### config.mk
export PLATFORM = sky130hd
export DESIGN_NAME = rx_phy
export DESIGN_NICKNAME = d
export VERILOG_FILES = /design/src/rtl/rx_phy.sv
export SDC_FILE = /design/constraint.sdc
export NUM_CORES = 1
export LEC_CHECK = 0
export ABC_AREA = 1
export ABC_CLOCK_PERIOD_IN_PS = 2500
export BUFFER_PORTS_ARGS = -buffer_cell sky130_fd_sc_hd__buf_4
export CORE_ASPECT_RATIO = 1.5
export CORE_MARGIN = 8
export CORE_UTILIZATION = 45
export CTS_BUF_LIST = sky130_fd_sc_hd__clkbuf_4 sky130_fd_sc_hd__clkbuf_8
export CTS_CLUSTER_SIZE = 12
export DETAILED_ROUTE_END_ITERATION = 10
export GPL_TIMING_DRIVEN = 0
export PLACE_DENSITY_LB_ADDON = 0.15
export RECOVER_POWER = 50
export SETUP_SLACK_MARGIN = 0.3
export SLEW_MARGIN = 10
export SYNTH_ARGS = -nofsm -noshare
export SYNTH_HDL_FRONTEND = slang
export SYNTH_SLANG_ARGS = --single-unit
### constraint.sdc
create_clock -name clk -period 2.5 [get_ports clk]
set_input_delay 0.125 -clock clk [delete_from_list [all_inputs] [get_ports clk]]
set_output_delay 0.125 -clock clk [all_outputs]
set_load 0.05 [all_outputs]
### src/rtl/rx_phy.sv
// rtl/rx_phy.sv - Alink RTZ dual-rail receive PHY: lane mux, sync, symbol filter, word assembly.
// Optional stability filter enabled by defining ALINK_RX_FILTER_EN.
module rx_phy #(
  parameter int PHY_NUM  = 32,
  parameter int FILT_LEN = 3
) (
  input  logic               clk,
  input  logic               rst,
  input  logic               reg_flush,
  input  logic               task_id_vld,
  input  logic [31:0]        rx_phy_sel,
  input  logic [31:0]        reg_tout,
  input  logic [PHY_NUM-1:0] RX_P,
  input  logic [PHY_NUM-1:0] RX_N,
  output logic [31:0]        rx_din,
  output logic               rx_wr_en,
  input  logic               rx_full,
  output logic               rx_phy_done,
  output logic               rx_phy_tout,
  output logic               rx_phy_err,
  output logic               rx_ovf,
  output logic [7:0]         rx_word_cnt
);

  typedef enum logic [1:0] {S_IDLE, S_ARMED, S_WAIT_BIT, S_WAIT_SPC} state_t;

  localparam logic [1:0] SYM_STOP = 2'b11;
  localparam logic [1:0] SYM_SPC  = 2'b00;
  localparam logic [1:0] SYM_ONE  = 2'b10;
  localparam logic [1:0] SYM_ZERO = 2'b01;

  // The run counter saturates at FILT_LEN in both builds; only the acceptance threshold differs.
  localparam logic [3:0] FILT_SAT = 4'(FILT_LEN);
`ifdef ALINK_RX_FILTER_EN
  localparam logic [3:0] FILT_THR = 4'(FILT_LEN);
`else
  localparam logic [3:0] FILT_THR = 4'd1;
`endif

  state_t               state, state_n;
  logic [PHY_NUM-1:0]   sel_q;
  logic [31:0]          tout_cnt;
  logic [1:0]           lane_pair, sync1, sync2, acc_q;
  logic [3:0]           run_q;
  logic                 sym_evt;
  logic [31:0]          sreg;
  logic [4:0]           bit_cnt;
  logic                 push_q;
  logic                 done_q, tout_q, err_q, ovf_q;
  logic [7:0]           word_cnt;
  logic                 done_n, err_n, tout_n, shift_en, arm, end_frame;

  // Lowest set select bit wins; an unselected lane reads as idle.
  always_comb begin
    lane_pair = SYM_STOP;
    for (int i = PHY_NUM - 1; i >= 0; i--) begin
      if (sel_q[i]) lane_pair = {RX_P[i], RX_N[i]};
    end
  end

  assign sym_evt = (run_q >= FILT_THR) && (sync2 != acc_q);

  always_comb begin
    state_n   = state;
    done_n    = 1'b0;
    err_n     = 1'b0;
    tout_n    = 1'b0;
    shift_en  = 1'b0;
    arm       = 1'b0;
    end_frame = 1'b0;
    if (reg_flush) begin
      state_n = S_IDLE;
    end else if (state == S_IDLE) begin
      if (task_id_vld) begin
        arm     = 1'b1;
        state_n = S_ARMED;
      end
    end else if (tout_cnt == 32'd1) begin
      state_n = S_IDLE;
      tout_n  = 1'b1;
    end else if (sym_evt) begin
      case (state)
        S_ARMED: if (sync2 == SYM_SPC) state_n = S_WAIT_BIT;
        S_WAIT_BIT: begin
          if (sync2 == SYM_ONE || sync2 == SYM_ZERO) begin
            shift_en = 1'b1;
            state_n  = S_WAIT_SPC;
          end else if (sync2 == SYM_STOP) begin
            end_frame = 1'b1;
          end
        end
        S_WAIT_SPC: begin
          if (sync2 == SYM_SPC) begin
            state_n = S_WAIT_BIT;
          end else if (sync2 == SYM_STOP) begin
            end_frame = 1'b1;
          end else begin
            err_n   = 1'b1;
            state_n = S_IDLE;
          end
        end
        default: state_n = S_IDLE;
      endcase
    end
    if (end_frame) begin
      state_n = S_IDLE;
      done_n  = (bit_cnt == 5'd0);
      err_n   = (bit_cnt != 5'd0);
    end
  end

  always_ff @(posedge clk) begin
    if (rst) begin
      state    <= S_IDLE;
      sel_q    <= '0;
      tout_cnt <= '0;
      sync1    <= SYM_STOP;
      sync2    <= SYM_STOP;
      acc_q    <= SYM_STOP;
      run_q    <= '0;
      sreg     <= '0;
      bit_cnt  <= '0;
      push_q   <= 1'b0;
      done_q   <= 1'b0;
      tout_q   <= 1'b0;
      err_q    <= 1'b0;
      ovf_q    <= 1'b0;
      word_cnt <= '0;
    end else begin
      state  <= state_n;
      sync1  <= lane_pair;
      sync2  <= sync1;
      if (sync1 != sync2) run_q <= 4'd1;
      else if (run_q != FILT_SAT) run_q <= run_q + 4'd1;
      if (sym_evt) acc_q <= sync2;
      done_q <= done_n;
      tout_q <= tout_n;
      err_q  <= err_n;
      push_q <= shift_en && (bit_cnt == 5'd31);
      if (shift_en) begin
        sreg    <= {sync2 == SYM_ONE, sreg[31:1]};
        bit_cnt <= bit_cnt + 5'd1;
      end
      if (arm) begin
        sel_q    <= rx_phy_sel[PHY_NUM-1:0];
        tout_cnt <= reg_tout;
        bit_cnt  <= '0;
        word_cnt <= '0;
        ovf_q    <= 1'b0;
      end else if (state != S_IDLE && tout_cnt != 32'd0) begin
        tout_cnt <= tout_cnt - 32'd1;
      end
      // A completed word is pushed even if the frame ends in the same cycle.
      if (push_q) begin
        if (rx_full) ovf_q <= 1'b1;
        else if (word_cnt != 8'hFF) word_cnt <= word_cnt + 8'd1;
      end
    end
  end

  assign rx_din      = sreg;
  assign rx_wr_en    = push_q && !rx_full;
  assign rx_phy_done = done_q;
  assign rx_phy_tout = tout_q;
  assign rx_phy_err  = err_q;
  assign rx_ovf      = ovf_q;
  assign rx_word_cnt = word_cnt;

endmodule
---- Word level (Yosys, flattened, before mapping) ----
Index checks and enable logic that the tools add are counted.
word-level totals
  register bits after elaboration ......... 126
  input port bits ......................... 133
  output and inout bits ................... 45
  word-level logic and storage cells ...... 137
cells by class
  add/sub/neg operators ................... 4
  $lt $le $gt $ge ......................... 1
  equal/unequal tests ..................... 16
  multiplexer cells ....................... 78
  bitwise operators ....................... 1
  reduce and logical (&&, ||, !) cells .... 21
operators by type and width
  kind                   number
  $mux 2                 40
  $mux 32                2
  $eq 32x1->1 const B    1
  $mux 8                 4
  $reduce_bool 32->1     1
  $sub 32x1->32 const B  1
  $mux 1                 30
  $add 8x1->8 const B    1
  $eq 2x2->1 const B     4
  $ne 4x4->1 const B     2
  $ne 8x8->1 const B     1
  $pmux 2 s3             1
  $reduce_bool 2->1      3
  $reduce_or 2->1        3
  $reduce_or 3->1        2
  $add 5x1->5 const B    1
  $eq 5x5->1 const B     1
  $logic_not 5->1        1
  $ne 5x5->1 const B     1
  $reduce_and 5->1       1
  $reduce_bool 5->1      1
  $add 4x1->4 const B    1
  $eq 2x1->1 const B     2
  $ge 4x1->1 const B     1
  10 further kinds       15

---- Depth between registers and ports, before layout ----
  depth after elaboration ................. 32
  gate-level depth with buffers ........... 34
  mapped depth without buffers ............ 34

---- Worst setup path before layout ----
OpenSTA, ideal clock, no wires.
  kind .................................... reg-to-reg
  from .................................... register tout_cnt[2]
  to ...................................... register tout_cnt[31]
  setup time .............................. 0.131 ns
  arrival time ............................ 2.595 ns
  data required time ...................... 2.369 ns
  setup slack ............................. -0.226 ns
  stages on the path, launching flop included .. 29
  cell sequence ........................... dfxtp_1 > nor2_2 > inv_2 > nor3_4 > nand2_2 > nor3_2 > inv_2 > nor2_4 > inv_2 > nor4_4 > nand3_2 > nor2_2 > inv_2 > nor3_2 > inv_2 > nor2_2 > nand2_1 > inv_2 > nand2_1 > nor2_2 > inv_2 > nor2_2 > inv_2 > nor2_2 > inv_2 > nor2_2 > xor2_1 > o21ai_1 > a21oi_2
between the ends
  word-level cells in the longest chain between the ends .. 3
RTL lines
  what                                                 line      RTL
  from (decl)                                          42        logic [31:0] tout_cnt;
  from (signal assigned)                               146       tout_cnt <= reg_tout;
  from (signal assigned)                               151       tout_cnt <= tout_cnt - 32'd1;
  $sub 32x1->32 or $reduce_bool 32->1 (tied branches)  151, 150
  $mux 32 or $logic_and 1x1->1 (tied branches)         150       end else if (state != S_IDLE && tout_cnt != 32'd0) begin
  $mux 32 or $reduce_bool 2->1 (tied branches)         --
Parallel ways exist; a longest one is shown, timed or not. The select of a mux whose other input is x is not followed.
A chain may end at the register's enable or synchronous reset.

---- Worst setup path after layout ----
Same ends and word-level chain as after synthesis.

==> results_dict.tcl <==
set metrics [dict create \
    status "finished with violations" \
    violations "negative setup slack" \
    finish.utilization_pct 74.26 \
    grt_overflow_total 0 \
    timing_max_transition_violations_final 0 \
    dp_hpwl_mm 15.37 \
    ys.flop_type "dfxtp_1" \
    synthCells 933 \
    path_max_fanout 4 \
    first_pass_grt_wire_length_mm 37.01 \
    initial_core_util_pct 45.98 \
    worst_ep_arrival_time_ns 3.51 \
    timing_worst_slew_pin_value_ns 0.9080 \
    post_synth_and_or_nand_nor_area_fraction_pct 28.82 \
    mostFrequentLayoutCell "buf_4" \
    synth_edf_count 0 \
    synth-xor-area-share_pct 2.314 \
    dr_pass1_iterations 6 \
    critical_path_sink_type "flip-flop" \
    die_h_um 162.4 \
    max_cap_viol_count 0 \
    cpPeakStageDelay_ns 0.36 \
    worst_path_most_repeated_cell "inv_2" \
    design.die.area_mm2 0.01846 \
    buffering_stage_count_on_the_worst_path_with_inverters_included 9 \
    fraction_of_final_layout_cells_sized_beyond_drive_strength_1_pct 34.86 \
    buffer_ports.inserted 176 \
    clock.fmax_mhz 319.3 \
    number_of_setup_violations_in_the_final_report 74 \
    dr.first_iter.drc_count 773 \
    timing_hold_violations_final 0 \
    synthAdderAreaFrac_pct 2.334 \
    grtUsageTotal_pct 24.67 \
    cts_htree_levels 4 \
    clock_buffers_created_by_tritoncts 17 \
    crit_slowest_cell "dfxtp_4" \
    cts.sink_count 126 \
    power_per_standard_cell_area_mw_per_mm2 702.3 \
    ys_ff_latch 126 \
    drt.antenna.violating_nets 0 \
    grt_pass1_vias 7838 \
    ios 178 \
    async_flop_share_pct 0 \
    clock-root-buffer "clkbuf_8" \
    synth_compound_area_share_pct 18.90 \
    period_minus_slack_ns 3.132 \
    fin_ws_ns -0.6318 \
    startpoint_type "flip-flop" \
    synth_top_family_by_area "simple AND/OR/NAND/NOR gates" \
    via_density_per_instance 5.433 \
    core_region_area_mm2 0.01399 \
    fin_skew_ns 0.01101 \
    final_cell_mix "buf_4, nand2_1, dfxtp_1" \
    tritoncts "built" \
    routabilityCongestion 0.9257 \
    worstHoldPathType "input port to flip-flop" \
    worst_ep_required_time_ns 2.88 \
    min_period_over_period_pct 125.3 \
    worstSetupPathType "flip-flop to flip-flop" \
    synth_cell_types 43 \
    synth_nets 1078 \
    syn_to_final_growth_pct 61.51 \
    detail_route.wl_per_cell_um 17.58 \
    ir_drop_uv 406.1 \
    max-slew-margin-rel_pct 39.25 \
    wirelength_mm 25.97 \
    total_power_w 0.007298 \
    grt_max_degree 17 \
    drc 0 \
    clock_latency_ns 0.45 \
    floorplan.rows 53 \
    antenna_violations_before_repair 0 \
    total_of_warnings_raised_by_yosys 0 \
    cts.reportedPaths.clkPinSlew_ns 0.08 \
    dr_total_vias 8024 \
    syn-mean-instance-area_um2 6.896 \
    grt_setup_unrepaired "yes" \
    leakage_nw 4.484 \
    antenna-diode-count 0 \
    die_width_um 113.6 \
    muxShareOfSynthArea_pct 0 \
    clock_path_buffers 2 \
    synth_area_mm2 0.006434 \
    cp_delay_by_family_top "simple AND/OR/NAND/NOR gates" \
    num-nets-final 1419 \
    synth_seq_area_share_pct 39.21 \
]
[registers in the layout, indices dropped and copies added, names as in the netlist]
signal and count:
rx_phy_done 1, sel_q 32, tout_cnt 32, rx_din 32, rx_phy_tout 1, run_q 4, rx_ovf 1, state 2
bit_cnt 5, acc_q 2, push_q 1, sync1 2, rx_word_cnt 8, sync2 2, rx_phy_err 1
[final timing paths]
| path | depth (start not counted) | slack (ns) | to | from |
|---|---|---|---|---|
| max | 28 | -0.63 | tout_cnt[31] | tout_cnt[2] |
| min | 3 | 0.001 | sel_q[9] | rx_phy_sel[9] |
| max reg2reg | 28 | -0.63 | tout_cnt[31] | tout_cnt[2] |
| min reg2reg | 1 | 0.47 | rx_ovf | rx_ovf |
[area by class of cell]
| class | count | area (um^2) |
|---|---|---|
| Sequential cell | 126 | 2544 |
| Multi-Input combinational cell | 663 | 3938 |
| Inverter | 106 | 426.7 |
| Timing Repair Buffer | 321 | 2526 |
| Buffer | 38 | 304.0 |
| Clock inverter | 11 | 142.6 |
| Tap cell | 192 | 240.2 |
| Fill cell | 1044 | 3601 |
| Clock buffer | 19 | 261.5 |
| Timing Repair inverter | 1 | 8.758 |
[cells by family after synthesis]
group	count (synthesis)
buf+inv	144
xor+xnor	17
fa+ha+maj	12
compound gates	220
simple gates	414
flops	126
[repair_timing]
| item | 4_1_cts | 5_1_grt |
|---|---|---|
| gates resized for setup | 85 | 149 |
| hold buffers | 50 | 0 |
| setup buffers | 73 | 17 |
| cloned | 1 | 5 |
| pin swaps | 16 | 42 |
| endpoints found under the setup margin | 74 | 87 |
| hold endpoints to repair | 48 | 0 |
[synthesized netlist by cell type (5+ instances only)]
| library cell | instances | area [um^2] |
|---|---|---|
| a31oi_1 | 12 | 75.07 |
| o21ai_0 | 76 | 380.4 |
| nor2_2 | 8 | 50.05 |
| inv_1 | 94 | 352.8 |
| a211oi_1 | 11 | 82.58 |
| inv_2 | 9 | 33.78 |
| ha_1 | 12 | 150.1 |
| xor2_1 | 11 | 96.34 |
| xnor2_1 | 6 | 52.55 |
| nand3b_1 | 5 | 37.54 |
| nand3_1 | 71 | 355.3 |
| nand4_1 | 8 | 50.05 |
| nand2_1 | 186 | 698.2 |
| dfxtp_1 | 126 | 2522 |
| o211ai_1 | 7 | 52.55 |
| nor2_1 | 85 | 319.1 |
| or2_2 | 24 | 150.1 |
| nor4_1 | 5 | 31.28 |
| clkbuf_1 | 34 | 127.6 |
| nor3_1 | 14 | 70.07 |
| a21oi_1 | 98 | 490.5 |
[per-layer routing]
metal	wire length, um	vias to the layer above	GRT usage (%)	part of all wire (%)
li1	-	3772	-	-
met1	9576	3708	25.31	37
met2	13170	415	43.98	51
met3	1907	129	6.682	7.3
met4	1318	0	14.29	5.1
met5	0	-	0	0
[worst min-delay path, cell delays in order]
cell	delay [ns]
buf_4	0.08
o21ai_0	0.08
a21oi_1	0.13
[per-stage QoR]
step	instances	setup WS [ns]	TNS [ns]	hold WS [ns]	instance area, um^2
global placement	1301	-0.5805	-17.04	0.3510	8024
finish	1477	-0.6318	-15.62	0.001275	10390
detailed placement	1301	-0.5730	-19.45	0.3444	8024
CTS	1455	-0.4312	-5.288	0.002197	9814
global route	1477	-0.8753	-24.34	0.03369	10390
floorplan	933	-0.2071	-0.2773	0.2493	6462
[power breakdown]
group          total [W]  switching, W  internal, W
Clock            0.00188      0.000854      0.00102
Combinational    0.00302       0.00159      0.00143
Sequential       0.00240      0.000200      0.00220
(Power assumes the default switching activity.)
